==> config.mk <==
export PLATFORM = sky130hd
export DESIGN_NAME = id_ex_alu_issue_flat
export DESIGN_NICKNAME = d
export VERILOG_FILES = /design/src/rtl/alu_pkg.sv /design/src/rtl/id_ex_alu_issue_if.sv /design/src/rtl/alu_ctrl_decode.sv /design/src/rtl/id_ex_alu_issue.sv /design/src/flat_wrapper.sv
export SDC_FILE = /design/constraint.sdc
export NUM_CORES = 1
export LEC_CHECK = 0
export CAP_MARGIN = 25
export CORE_MARGIN = 3
export CORE_UTILIZATION = 43
export CTS_BUF_LIST = sky130_fd_sc_hd__clkbuf_16
export DETAILED_ROUTE_END_ITERATION = 10
export PLACE_DENSITY_LB_ADDON = 0.15
export RECOVER_POWER = 100
export SYNTH_ARGS = -nofsm -noshare
export SYNTH_HDL_FRONTEND = slang
export SYNTH_SLANG_ARGS = --single-unit
==> constraint.sdc <==
create_clock -name clk -period 2.5 [get_ports clk]
set_input_delay 0.625 -clock clk [delete_from_list [all_inputs] [get_ports clk]]
set_output_delay 0.625 -clock clk [all_outputs]
set_load 0.02 [all_outputs]
==> src/rtl/alu_pkg.sv <==
// Shared encodings for the ID/EX issue stage feeding ALU_32: op codes, opcode/funct
// constants, decode and pipeline-register payload types.
package alu_pkg;

  localparam int unsigned W  = 32;
  localparam int unsigned RA = 5;

  typedef enum logic [2:0] {
    ALU_OR   = 3'd0,
    ALU_AND  = 3'd1,
    ALU_XOR  = 3'd2,
    ALU_ADD  = 3'd3,
    ALU_NOR  = 3'd4,
    ALU_NAND = 3'd5,
    ALU_SLT  = 3'd6,
    ALU_SUB  = 3'd7
  } alu_op_e;

  localparam logic [5:0] OP_RTYPE = 6'h00;
  localparam logic [5:0] OP_BEQ   = 6'h04;
  localparam logic [5:0] OP_ADDI  = 6'h08;
  localparam logic [5:0] OP_SLTI  = 6'h0A;
  localparam logic [5:0] OP_ANDI  = 6'h0C;
  localparam logic [5:0] OP_ORI   = 6'h0D;
  localparam logic [5:0] OP_XORI  = 6'h0E;
  localparam logic [5:0] OP_LW    = 6'h23;
  localparam logic [5:0] OP_SW    = 6'h2B;

  localparam logic [5:0] FN_ADD = 6'h20;
  localparam logic [5:0] FN_SUB = 6'h22;
  localparam logic [5:0] FN_AND = 6'h24;
  localparam logic [5:0] FN_OR  = 6'h25;
  localparam logic [5:0] FN_XOR = 6'h26;
  localparam logic [5:0] FN_NOR = 6'h27;
  localparam logic [5:0] FN_SLT = 6'h2A;

  typedef struct packed {
    alu_op_e m;
    logic    b_imm;     // b from immediate instead of rt_data
    logic    sext;
    logic    wr_rd;     // destination is rd (R-type) rather than rt
    logic    reg_write;
    logic    mem_read;
    logic    mem_write;
    logic    branch;
    logic    illegal;
    logic    uses_rt;
  } dec_t;

  typedef struct packed {
    logic            valid;
    logic [W-1:0]    a;
    logic [W-1:0]    b;
    logic [W-1:0]    store_data;
    alu_op_e         m;
    logic [RA-1:0]   wr_reg;
    logic            reg_write;
    logic            mem_read;
    logic            mem_write;
    logic            branch;
    logic            illegal;
  } ex_t;

  function automatic logic [W-1:0] ext_imm(input logic [15:0] imm, input logic sext);
    return sext ? {{(W-16){imm[15]}}, imm} : {{(W-16){1'b0}}, imm};
  endfunction

endpackage

==> src/rtl/id_ex_alu_issue_if.sv <==
// ID-side request and EX-side issued word of the ID/EX stage; master is the stage itself.
interface id_ex_alu_issue_if;

  logic                      id_valid;
  logic                      id_ready;
  logic [31:0]               id_instr;
  logic [alu_pkg::W-1:0]     rs_data;
  logic [alu_pkg::W-1:0]     rt_data;
  logic                      flush;
  logic                      ex_ready;
  logic                      ex_valid;
  logic [alu_pkg::W-1:0]     ex_a;
  logic [alu_pkg::W-1:0]     ex_b;
  logic [2:0]                ex_m;
  logic [alu_pkg::RA-1:0]    ex_wr_reg;
  logic                      ex_reg_write;
  logic                      ex_mem_read;
  logic                      ex_mem_write;
  logic [alu_pkg::W-1:0]     ex_store_data;
  logic                      ex_branch;
  logic                      ex_illegal;

  modport master (
    input  id_valid, id_instr, rs_data, rt_data, flush, ex_ready,
    output id_ready, ex_valid, ex_a, ex_b, ex_m, ex_wr_reg, ex_reg_write,
           ex_mem_read, ex_mem_write, ex_store_data, ex_branch, ex_illegal
  );

  modport slave (
    output id_valid, id_instr, rs_data, rt_data, flush, ex_ready,
    input  id_ready, ex_valid, ex_a, ex_b, ex_m, ex_wr_reg, ex_reg_write,
           ex_mem_read, ex_mem_write, ex_store_data, ex_branch, ex_illegal
  );

endinterface

==> src/rtl/alu_ctrl_decode.sv <==
// Combinational MIPS-subset decode: opcode/funct -> ALU op, operand selects, control bits.
module alu_ctrl_decode
  import alu_pkg::*;
(
  input  logic [5:0] op_i,
  input  logic [5:0] funct_i,
  output dec_t       dec_o
);

  always_comb begin
    dec_o   = '0;
    dec_o.m = ALU_OR;
    unique case (op_i)
      OP_RTYPE: begin
        dec_o.wr_rd     = 1'b1;
        dec_o.reg_write = 1'b1;
        dec_o.uses_rt   = 1'b1;
        unique case (funct_i)
          FN_ADD:  dec_o.m = ALU_ADD;
          FN_SUB:  dec_o.m = ALU_SUB;
          FN_AND:  dec_o.m = ALU_AND;
          FN_OR:   dec_o.m = ALU_OR;
          FN_XOR:  dec_o.m = ALU_XOR;
          FN_NOR:  dec_o.m = ALU_NOR;
          FN_SLT:  dec_o.m = ALU_SLT;
          default: begin
            dec_o         = '0;
            dec_o.m       = ALU_OR;
            dec_o.illegal = 1'b1;
          end
        endcase
      end
      OP_ADDI, OP_SLTI, OP_LW: begin
        dec_o.m         = (op_i == OP_SLTI) ? ALU_SLT : ALU_ADD;
        dec_o.b_imm     = 1'b1;
        dec_o.sext      = 1'b1;
        dec_o.reg_write = 1'b1;
        dec_o.mem_read  = (op_i == OP_LW);
      end
      OP_SW: begin
        dec_o.m         = ALU_ADD;
        dec_o.b_imm     = 1'b1;
        dec_o.sext      = 1'b1;
        dec_o.mem_write = 1'b1;
        dec_o.uses_rt   = 1'b1;
      end
      OP_BEQ: begin
        // compare via SUB against rt_data; zero test lives downstream
        dec_o.m       = ALU_SUB;
        dec_o.sext    = 1'b1;
        dec_o.branch  = 1'b1;
        dec_o.uses_rt = 1'b1;
      end
      OP_ANDI, OP_ORI, OP_XORI: begin
        dec_o.m         = (op_i == OP_ANDI) ? ALU_AND :
                          (op_i == OP_ORI)  ? ALU_OR  : ALU_XOR;
        dec_o.b_imm     = 1'b1;
        dec_o.reg_write = 1'b1;
      end
      default: dec_o.illegal = 1'b1;
    endcase
  end

endmodule

==> src/rtl/id_ex_alu_issue.sv <==
// ID/EX pipeline register for ALU_32: decode, operand build, load-use bubble and
// valid/ready flow control with flush.
module id_ex_alu_issue
  import alu_pkg::*;
(
  input  logic                 clk,
  input  logic                 rst_n,
  id_ex_alu_issue_if.master    bus
);

  dec_t          dec;
  ex_t           ex_q, ex_d;
  logic [RA-1:0] rs_a, rt_a, rd_a, dst;
  logic          hazard_c, id_ready_c;

  assign rs_a = bus.id_instr[25:21];
  assign rt_a = bus.id_instr[20:16];
  assign rd_a = bus.id_instr[15:11];

  alu_ctrl_decode u_decode (
    .op_i    (bus.id_instr[31:26]),
    .funct_i (bus.id_instr[5:0]),
    .dec_o   (dec)
  );

  assign dst = dec.wr_rd ? rd_a : rt_a;

  // Load in EX whose result the ID word needs cannot be forwarded in time
  assign hazard_c = ex_q.valid & ex_q.mem_read & (ex_q.wr_reg != '0) &
                    ((ex_q.wr_reg == rs_a) | (dec.uses_rt & (ex_q.wr_reg == rt_a)));

  assign id_ready_c   = ~hazard_c & (bus.ex_ready | ~ex_q.valid);
  assign bus.id_ready = id_ready_c;

  always_comb begin
    ex_d = ex_q;
    if (bus.flush) begin
      ex_d.valid = 1'b0;
    end else if (hazard_c & bus.ex_ready) begin
      ex_d.valid = 1'b0;
    end else if (bus.id_valid & id_ready_c) begin
      ex_d.valid      = 1'b1;
      ex_d.a          = bus.rs_data;
      ex_d.b          = dec.b_imm ? ext_imm(bus.id_instr[15:0], dec.sext) : bus.rt_data;
      ex_d.store_data = bus.rt_data;
      ex_d.m          = dec.m;
      ex_d.wr_reg     = dst;
      ex_d.reg_write  = dec.reg_write & (dst != '0);
      ex_d.mem_read   = dec.mem_read;
      ex_d.mem_write  = dec.mem_write;
      ex_d.branch     = dec.branch;
      ex_d.illegal    = dec.illegal;
    end else if (bus.ex_ready & ~bus.id_valid) begin
      ex_d.valid = 1'b0;
    end
    // side-effecting controls must never be live on a bubble
    if (!ex_d.valid) begin
      ex_d.reg_write = 1'b0;
      ex_d.mem_read  = 1'b0;
      ex_d.mem_write = 1'b0;
      ex_d.illegal   = 1'b0;
    end
  end

  always_ff @(posedge clk or negedge rst_n) begin
    if (!rst_n) begin
      ex_q   <= '0;
      ex_q.m <= ALU_OR;
    end else begin
      ex_q <= ex_d;
    end
  end

  assign bus.ex_valid      = ex_q.valid;
  assign bus.ex_a          = ex_q.a;
  assign bus.ex_b          = ex_q.b;
  assign bus.ex_m          = ex_q.m;
  assign bus.ex_wr_reg     = ex_q.wr_reg;
  assign bus.ex_reg_write  = ex_q.reg_write;
  assign bus.ex_mem_read   = ex_q.mem_read;
  assign bus.ex_mem_write  = ex_q.mem_write;
  assign bus.ex_store_data = ex_q.store_data;
  assign bus.ex_branch     = ex_q.branch;
  assign bus.ex_illegal    = ex_q.illegal;

endmodule

==> src/flat_wrapper.sv <==
// flat-port wrapper written by rule: the top's interface ports become plain ports
module id_ex_alu_issue_flat import alu_pkg::*;
  (clk, rst_n, bus_id_valid, bus_id_instr, bus_rs_data, bus_rt_data, bus_flush, bus_ex_ready, bus_id_ready, bus_ex_valid, bus_ex_a, bus_ex_b, bus_ex_m, bus_ex_wr_reg, bus_ex_reg_write, bus_ex_mem_read, bus_ex_mem_write, bus_ex_store_data, bus_ex_branch, bus_ex_illegal);
  id_ex_alu_issue_if bus_i ();
  input  logic clk;
  input  logic rst_n;
  input wire logic [$bits(bus_i.id_valid)-1:0] bus_id_valid;
  input wire logic [$bits(bus_i.id_instr)-1:0] bus_id_instr;
  input wire logic [$bits(bus_i.rs_data)-1:0] bus_rs_data;
  input wire logic [$bits(bus_i.rt_data)-1:0] bus_rt_data;
  input wire logic [$bits(bus_i.flush)-1:0] bus_flush;
  input wire logic [$bits(bus_i.ex_ready)-1:0] bus_ex_ready;
  output wire logic [$bits(bus_i.id_ready)-1:0] bus_id_ready;
  output wire logic [$bits(bus_i.ex_valid)-1:0] bus_ex_valid;
  output wire logic [$bits(bus_i.ex_a)-1:0] bus_ex_a;
  output wire logic [$bits(bus_i.ex_b)-1:0] bus_ex_b;
  output wire logic [$bits(bus_i.ex_m)-1:0] bus_ex_m;
  output wire logic [$bits(bus_i.ex_wr_reg)-1:0] bus_ex_wr_reg;
  output wire logic [$bits(bus_i.ex_reg_write)-1:0] bus_ex_reg_write;
  output wire logic [$bits(bus_i.ex_mem_read)-1:0] bus_ex_mem_read;
  output wire logic [$bits(bus_i.ex_mem_write)-1:0] bus_ex_mem_write;
  output wire logic [$bits(bus_i.ex_store_data)-1:0] bus_ex_store_data;
  output wire logic [$bits(bus_i.ex_branch)-1:0] bus_ex_branch;
  output wire logic [$bits(bus_i.ex_illegal)-1:0] bus_ex_illegal;
  assign bus_i.id_valid = bus_id_valid;
  assign bus_i.id_instr = bus_id_instr;
  assign bus_i.rs_data = bus_rs_data;
  assign bus_i.rt_data = bus_rt_data;
  assign bus_i.flush = bus_flush;
  assign bus_i.ex_ready = bus_ex_ready;
  assign bus_id_ready = bus_i.id_ready;
  assign bus_ex_valid = bus_i.ex_valid;
  assign bus_ex_a = bus_i.ex_a;
  assign bus_ex_b = bus_i.ex_b;
  assign bus_ex_m = bus_i.ex_m;
  assign bus_ex_wr_reg = bus_i.ex_wr_reg;
  assign bus_ex_reg_write = bus_i.ex_reg_write;
  assign bus_ex_mem_read = bus_i.ex_mem_read;
  assign bus_ex_mem_write = bus_i.ex_mem_write;
  assign bus_ex_store_data = bus_i.ex_store_data;
  assign bus_ex_branch = bus_i.ex_branch;
  assign bus_ex_illegal = bus_i.ex_illegal;
  id_ex_alu_issue u_core (.clk(clk), .rst_n(rst_n), .bus(bus_i));
endmodule
==> run_results.csv <==
group,metric,value,unit
power_and_ir_drop,combPwrFrac,0.338,
final_layout,fillers,816,
synthesis,synth_seq_cells,110,
power_and_ir_drop,clkPwrFrac,0.254,
sta,finalSetupTns,-0.122,ns
final_layout,final_core_util,0.721,
power_and_ir_drop,leakagePower,0.00342,uW
synthesis,yosysMostFrequentCell,"dfrtp_1",
route,drt-vias-per-instance,5.03,
clock_network,cts_tree,"yes",
sta,rsz0062_at_grt,"true",
route,vias,3900,
global_routing,grtUsageTotal,0.214,
route,wl_per_cell,17.3,um
setup_path,startpoint_type,"input port",
route,drt_iter0_drc,148,
floorplan,die-height,113,um
synthesis,syn_area,4950,um^2
setup_path,reg2reg_to,"u_core.bus.ex_store_data[24]",
setup_path,r2r-start,"u_core.bus.ex_wr_reg[3]",
clock_network,clock_sink_count,110,
synthesis,yosysSeqAreaShare,0.556,
global_routing,grt_pass1_wl,21800,um
sta,timing.slew.headroom,0.110,
synthesis,synthCells,372,
synthesis,yosys.area.top_type,"dfrtp_1",
final_layout,antenna_cells,0,
sta,timing.hold.ws,0.240,ns
place,place.gp.congestion,0.832,
sta,period_share,1.05,
place,pre_cts_ws,-0.826,ns
setup_path,crit_arrival,2.00,ns
synthesis,synth_flop_cell,"dfrtp_1",
final_layout,multi_input_comb_area,2100,um^2
route,drc,0,
final_layout,register_area,2750,um^2
route,routed_wl,13400,um
global_routing,grt_max_degree,53,
power_and_ir_drop,powerDensity,691,nW/um^2
synthesis,async_reset_ff_frac,1.00,
sta,slew_violations,0,
global_routing,grt_pass1_vias,4299,
final_layout,syn_to_final_growth,60.6,%
outcome,violations,"negative setup slack",
floorplan,die_area,12800,um^2
outcome,status,"finished with violations",
clock_network,cts.path.max_buffers,2,
setup_path,endpoint_kind,"output pin",
power_and_ir_drop,p_int,3830,uW
job,maxCapViolations,0,
synthesis,synth_fp_nets,473,
setup_path,rrSetupSlack,0.19,ns
final_layout,drive_gt1_frac,0.164,
setup_path,worstPathRequired,1.88,ns
floorplan,core_area,11000,um^2
power_and_ir_drop,switchingPower,1660,uW
sta,setup_viol,1,
synthesis,synth_edf_count,0,
synthesis,yosys_warnings,0,
synthesis,yosys.cell_types.count,41,
floorplan,initial_core_util,0.449,
sta,finalWorstSetupSlack,-0.122,ns
global_routing,grt-ovfl-total,0,
clock_network,clock-root-buffer,"clkbuf_16",
sta,worst_pin_slew,1.33,ns
place,dp_hpwl,10300,um
clock_network,postCtsHoldBufs,0,
power_and_ir_drop,p_seq_frac,0.408,
clock_network,clkSlewWorstSetupHoldPaths,0.07,ns
synthesis,ys_top_cells_by_area,"dfrtp_1 56%, mux2_1 20%, mux2_2 3.9%",
place,port_buffers,211,
floorplan,rows,38,
setup_path,worstSetupPathType,"in -> out",
setup_path,worst_r2r_path_depth,9,
clock_network,tritoncts.num_buffers,9,
synthesis,synth.top_cells.by_count,"110 x dfrtp_1, 89 x mux2_1, 21 x a21oi_1, 21 x inv_1",
worst_hold_path,hold_class,"in -> async",
final_layout,fin_nets,731,
sta,fin_worst_skew,0.00648,ns
global_routing,antenna_found_initial,0,
sta,hold_viol_final,0,
sta,max_freq,381,MHz
route,ant_nets,0,
floorplan,io_pins,212,
power_and_ir_drop,ir_drop,0.576,mV
route,dr.pass1.iters,4,
clock_network,htree_num_levels,3,
clock_network,clk_latency,0.34,ns
synthesis,syn_area_per_cell,13.3,um^2
synthesis,synth_top_area_share,0.556,
sta,min_period,2.62,ns
power_and_ir_drop,swShare,0.303,
setup_path,crit_fanout,2,
floorplan,die_w,113,um
through the flow:
stage	area, um^2	power [uW]	std cells
after global placement	7590	4100	752
after global routing	7950	5750	775
after floorplan	4950	3080	372
after CTS	7960	5560	774
after detailed placement	7590	4150	752
final	7950	5490	775
per-layer routing:
layer / global-route usage / vias up / routed length (um)
met1: 0.257 / 1907 / 5400
met4: 0.0609 / 0 / 214
met3: 0.0941 / 16 / 1190
met2: 0.352 / 144 / 6630
li1: - / 1833 / -
met5: 0 / - / 0
placed cells by master, fill, tap and decap left out, drive strengths merged, types with 2 or more instances in the layout:
cell / instances
clkdlybuf4s50: 192
dfrtp: 110
mux2: 106
buf: 56
inv: 24
a21oi: 21
mux2i: 17
clkbuf: 13
nor2: 10
dlygate4sd2: 9
o21ai: 7
xor2: 6
clkdlybuf4s15: 6
nand2b: 6
nand3: 5
xnor2: 4
nand2: 4
or4: 3
nand3b: 3
nor3: 3
a22o: 3
nor4: 3
nor2b: 2
a32o: 2
clkinv: 2
and2: 2
o21bai: 2
critical path, stage by stage:
cell and delay, ns:
clkdlybuf4s50_1 0.42, xor2_1 0.14, nor3_1 0.23, nand3_2 0.16, a21oi_2 0.20, nor2_1 0.06
buf_4 0.16
worst max path at each step:
stage | depth (start not counted) | slack, ns | end | start
detailed placement | 8 | -0.83 | bus_id_ready | bus_id_instr[26]
global placement | 8 | -0.81 | bus_id_ready | bus_id_instr[2]
CTS | 8 | -0.07 | bus_id_ready | u_core.bus.ex_wr_reg[3]
global route | 7 | -0.22 | bus_id_ready | bus_id_instr[21]
finish | 7 | -0.12 | bus_id_ready | bus_id_instr[24]
floorplan | 9 | 0.06 | u_core.bus.ex_a[0] | bus_id_instr[26]
kinds of logic after synthesis:
family                     share of synthesized area
adders and majority gates                    0.00202
and+or+nand+nor                               0.0548
xor gates and xnor gates                      0.0177
muxes                                          0.275
DFF                                            0.556
buffers and inverters                         0.0374
AOI/OAI and AO/OA                             0.0566
power by group through the flow:
stage	clock, uW	combinational [uW]	sequential, uW
6_report	1400	1860	2240
5_1_grt	1490	1970	2280
4_1_cts	1430	1880	2250
3_5_place_dp	0	1870	2280
3_3_place_gp	0	1840	2260
2_1_floorplan	0	423	2660
layout make-up:
| cell class | instances | area share |
|---|---|---|
| multi-input combinational | 221 | 0.264 |
| sequential | 110 | 0.346 |
| clock inverter | 7 | 0.00739 |
| tap | 140 | 0.0220 |
| clock buffer | 9 | 0.0283 |
| inverter | 21 | 0.00991 |
| timing repair buffer | 267 | 0.322 |
timing repair:
action / in CTS / in global routing
pin swaps: 9 / 5
endpoints found under the setup margin: 106 / 6
setup buffers: 6 / 2
resized for setup: 46 / 3
Note: power is estimated with default switching activity, not from simulation.
==> RTL change 1 (config.mk and constraints unchanged) <==
`W`: 32 -> 16.
--- a/src/rtl/alu_pkg.sv
+++ b/src/rtl/alu_pkg.sv
@@ -2,7 +2,7 @@
 // constants, decode and pipeline-register payload types.
 package alu_pkg;
 
-  localparam int unsigned W  = 32;
+  localparam int unsigned W  = 16;
   localparam int unsigned RA = 5;
 
   typedef enum logic [2:0] {
Ports: changed (5 resized); port bits go from 212 to 132. The function was not compared with the original's and may differ.
==> RTL change 1 against the original RTL <==
The run still ends with negative setup slack left. Largest power group is now the clock network. Worst setup slack lost 66 ps. Sequential cell count shrank 48. First-iteration DRC count decreased by 46%. Global-route usage increased by 1.2 points. Total power decreased by 30%. Design area down 31%. Routed wire length fell by 31%. Area after synthesis shrank 38%.
==> RTL change 1: results (changes against the original RTL) <==
.. list-table::
   :header-rows: 1

   * - Metric
     - Value
   * - Count of different cell masters after synthesis
     - 43 (was 41)
   * - Number of global-route vias before repair
     - 2866 (was 4299)
   * - Placer's final routability congestion estimate
     - 0.865 (was 0.832)
   * - Clock insertion delay at the later pin of the skew report
     - 320 ps (was 340 ps)
   * - Cell internal power dissipation
     - 2.77 mW (was 3.83 mW)
   * - Rel. slew slack
     - 16.8% (was 11.0%)
   * - Buffers added on ports
     - 131 (was 211)
   * - Count of final setup violators
     - 40 (was 1)
   * - Worst clock skew on the final layout
     - 6.25 ps (was 6.48 ps)
   * - Proportion of layout cells with a drive suffix above 1
     - 38.0% (was 16.4%)
   * - GR Util All Layers
     - 22.6% (was 21.4%)
   * - Top cells by area, synth
     - sky130_fd_sc_hd__dfrtp_1 51%, sky130_fd_sc_hd__mux2_2 23%, sky130_fd_sc_hd__mux2_1 5.1% (was sky130_fd_sc_hd__dfrtp_1 56%, sky130_fd_sc_hd__mux2_1 20%, sky130_fd_sc_hd__mux2_2 3.9%)
   * - Outcome
     - finished, violations left (unchanged)
   * - Startpoint of the most critical setup path
     - bus_id_instr[26] (was bus_id_instr[24])
   * - Routed len/inst
     - 17.6 um (was 17.3 um)
   * - Setup_tns
     - -1510 ps (was -122 ps)
   * - Syn nets
     - 300 (was 473)
   * - Class of the most critical hold timing path
     - reg2reg (was in2async)
   * - Global-route wire length before repair
     - 14.7 mm (was 21.8 mm)
   * - Total met2 wirelength after detailed routing
     - 4.66 mm (was 6.63 mm)
   * - Failing checks
     - negative setup slack (unchanged)
   * - Number of filler cells placed in the layout
     - 438 (was 816)
   * - Depth of the worst register-to-register path
     - 8 (was 9)
   * - Top cells by count, synth
     - 63 x sky130_fd_sc_hd__mux2_2, 62 x sky130_fd_sc_hd__dfrtp_1, 14 x sky130_fd_sc_hd__mux2_1 (was 110 x sky130_fd_sc_hd__dfrtp_1, 89 x sky130_fd_sc_hd__mux2_1, 21 x sky130_fd_sc_hd__a21oi_1, 21 x sky130_fd_sc_hd__inv_1)
   * - Pre-CTS worst setup slack
     - -912 ps (was -826 ps)
   * - Sequential fraction of the synthesis area
     - 50.5% (was 55.6%)
   * - Via count
     - 2650 (was 3900)
   * - Leakage power
     - 2.38 nW (was 3.42 nW)
   * - Worst Slack Setup Final
     - -188 ps (was -122 ps)
   * - CP Data Arrival Time
     - 2060 ps (was 2000 ps)
   * - Maximum fanout along the worst path
     - 3 (was 2)
   * - Detailed placer's ending HPWL
     - 6.34 mm (was 10.3 mm)
   * - Setup slack of the most critical reg-to-reg path
     - 100 ps (was 190 ps)
   * - Initial DRC count
     - 80 (was 148)
[RTL change 1: metrics by stage]
step,std cells,power [mW],hold WS [ps],util (%),cell area [um^2]
finish,525,3.84,484,79.6,5470
global route,525,4.00,500,79.6,5470
CTS,521,3.84,290,78.1,5370
detailed placement,493,2.41,475,69.6,4780
global placement,493,2.39,462,69.6,4780
floorplan,231,1.78,329,-,3090
[RTL change 1: layout make-up]
| cell class | instances | area share (%) |
|---|---|---|
| timing repair buffer | 191 | 35.4 |
| sequential | 62 | 28.4 |
| multi-input combinational | 156 | 28.0 |
| clock buffer | 9 | 4.12 |
| tap | 96 | 2.20 |
| clock inverter | 7 | 1.65 |
| inverter | 4 | 0.275 |
[RTL change 1: metal layers]
layer | track usage (%) | vias up
li1 | - | 1236
met1 | 26.0 | 1306
met2 | 39.0 | 90
met3 | 7.08 | 18
met4 | 9.06 | 0
met5 | 0 | -
[RTL change 1: worst max-delay path, cell delays in order]
cell,delay [ps]
sky130_fd_sc_hd__buf_6,90
sky130_fd_sc_hd__or4_4,570
sky130_fd_sc_hd__a2111oi_4,270
sky130_fd_sc_hd__o211ai_4,140
sky130_fd_sc_hd__a21oi_2,190
sky130_fd_sc_hd__nor2_2,50
sky130_fd_sc_hd__buf_6,130
[RTL change 1: power by group through the flow]
stage                     Combinational (mW)  Sequential [mW]  Clock [mW]
after floorplan                        0.300             1.48           0
after global placement                  1.12             1.26           0
after detailed placement                1.14             1.27           0
after CTS                               1.26             1.26        1.32
after global routing                    1.35             1.28        1.37
final                                   1.27             1.26        1.31
[RTL change 1: cell families after synthesis]
family / after synthesis / synth area share, %
multiplexers: 78 / 28.6
buffers and inverters: 13 / 3.10
AND/OR/NAND/NOR: 38 / 6.80
XOR/XNOR: 10 / 2.85
AO/OA/AOI/OAI: 30 / 8.19
flip-flops: 62 / 50.5
==> RTL change 2 (same flow settings) <==
Made on the original files. Make the reset (`rst_n`) synchronous in one clocked block.
--- a/src/rtl/id_ex_alu_issue.sv
+++ b/src/rtl/id_ex_alu_issue.sv
@@ -62,7 +62,7 @@
     end
   end
 
-  always_ff @(posedge clk or negedge rst_n) begin
+  always_ff @(posedge clk) begin
     if (!rst_n) begin
       ex_q   <= '0;
       ex_q.m <= ALU_OR;
Check against the original RTL: differs if rst_n is asserted again (counterexample within 4 cycles, from zero or initial values and one cycle with rst_n low); with rst_n held inactive, the same outputs for 4 cycles.
==> RTL change 2 against the original RTL <==
The flow still finishes with violations (negative setup slack). Total power shrank 17%. Sequential power is 12% lower. Synthesized cell count is 62% higher. Sequential cell count is the same. Critical path depth increased by 1. Area after synthesis is 3.7% higher. Routed wire length is 33% higher. Utilization is 1.8 points lower. Largest cell class is now buffers. Worst setup slack lost 83 ps. Worst hold slack better by 220 ps. Non-clock buffer count is 14 higher. Design area is 2.2% higher. Via count up 43%.
==> RTL change 2: results (changes against the original RTL) <==
.. list-table::
   :header-rows: 1

   * - Metric
     - Value
   * - Count of different cell masters after synthesis
     - 48 (was 41)
   * - Master of the slowest instance on the critical path
     - sky130_fd_sc_hd__or4_4 (was sky130_fd_sc_hd__clkdlybuf4s50_1)
   * - Initial DRC count
     - 372 (was 148)
   * - Worst Slack Setup Final
     - -205 ps (was -122 ps)
   * - Launch point of the worst reg-to-reg path
     - u_core.bus.ex_wr_reg[4] (was u_core.bus.ex_wr_reg[3])
   * - Worst hold slack after final layout
     - 464 ps (was 240 ps)
   * - Delay of the slowest cell on the worst path
     - 570 ps (was 420 ps)
   * - Pin count of the biggest net entering global routing
     - 90 (was 53)
   * - Leading register cell type out of synthesis
     - sky130_fd_sc_hd__dfxtp_1 (was sky130_fd_sc_hd__dfrtp_1)
   * - Vias per std cell
     - 5.72 (was 5.03)
   * - Sequential fraction of the synthesis area
     - 42.9% (was 55.6%)
   * - Outcome
     - finished, violations left (unchanged)
   * - Placer's final routability congestion estimate
     - 0.913 (was 0.832)
   * - CP Data Arrival Time
     - 2080 ps (was 2000 ps)
   * - Detailed placer's ending HPWL
     - 12.2 mm (was 10.3 mm)
   * - Final #Nets
     - 930 (was 731)
   * - Maximum fanout along the worst path
     - 3 (was 2)
   * - Global-route wire length before repair
     - 27.6 mm (was 21.8 mm)
   * - Setup slack of the most critical reg-to-reg path
     - 250 ps (was 190 ps)
   * - Kind of cell adding the most delay to the critical path
     - simple AND/OR/NAND/NOR gates (was buffers and inverters)
   * - Routed wire length
     - 17.9 mm (was 13.4 mm)
   * - Setup_tns
     - -485 ps (was -122 ps)
   * - Top cells by area, synth
     - sky130_fd_sc_hd__dfxtp_1 43%, sky130_fd_sc_hd__a21oi_1 7.4%, sky130_fd_sc_hd__nand3_1 6.7% (was sky130_fd_sc_hd__dfrtp_1 56%, sky130_fd_sc_hd__mux2_1 20%, sky130_fd_sc_hd__mux2_2 3.9%)
   * - Number of filler cells placed in the layout
     - 928 (was 816)
   * - Failing checks
     - negative setup slack (unchanged)
   * - Count of final setup violators
     - 5 (was 1)
   * - Leakage power
     - 3.27 nW (was 3.42 nW)
   * - Number of global-route vias before repair
     - 5431 (was 4299)
   * - Class of the most critical hold timing path
     - reg2reg (was in2async)
   * - Worst clock skew on the final layout
     - 10.1 ps (was 6.48 ps)
   * - Worst reg2reg path endpoint
     - u_core.bus.ex_store_data[27] (was u_core.bus.ex_store_data[24])
   * - Post_cts resized
     - 33 (was 46)
   * - Routed len/inst
     - 18.3 um (was 17.3 um)
   * - Proportion of layout cells with a drive suffix above 1
     - 15.8% (was 16.4%)
   * - Startpoint of the most critical setup path
     - bus_id_instr[31] (was bus_id_instr[24])
[RTL change 2: area by class of cell]
cell class              count  area, um^2  area share (%)
multi-input cells         421        2670            32.8
inverters                   6        23.8           0.292
repair buffers            281        2760            34.0
clock inverters             7        66.3           0.816
flip-flops and latches    110        2200            27.1
clock buffers               9         225            2.77
well taps                 143         179            2.20
[RTL change 2: report_power, final]
group | switching [mW] | total [mW] | internal (mW)
Clock | 0.646 | 1.42 | 0.773
Sequential | 0.0731 | 1.96 | 1.88
Combinational | 0.631 | 1.20 | 0.567
Total | 1.35 | 4.57 | 3.22
[RTL change 2: routing by layer]
metal | global-route usage, % | wire length [um]
met5 | 0 | 0
met4 | 11.2 | 517
met3 | 4.79 | 1240
met2 | 40.1 | 8500
met1 | 34.3 | 7600
[RTL change 2: cells by family after synthesis]
family | synth area share [%]
AOI/OAI and AO/OA | 27.4
xor gates and xnor gates | 1.71
buffers and inverters | 6.65
DFF | 42.9
muxes | 4.09
and+or+nand+nor | 17.2
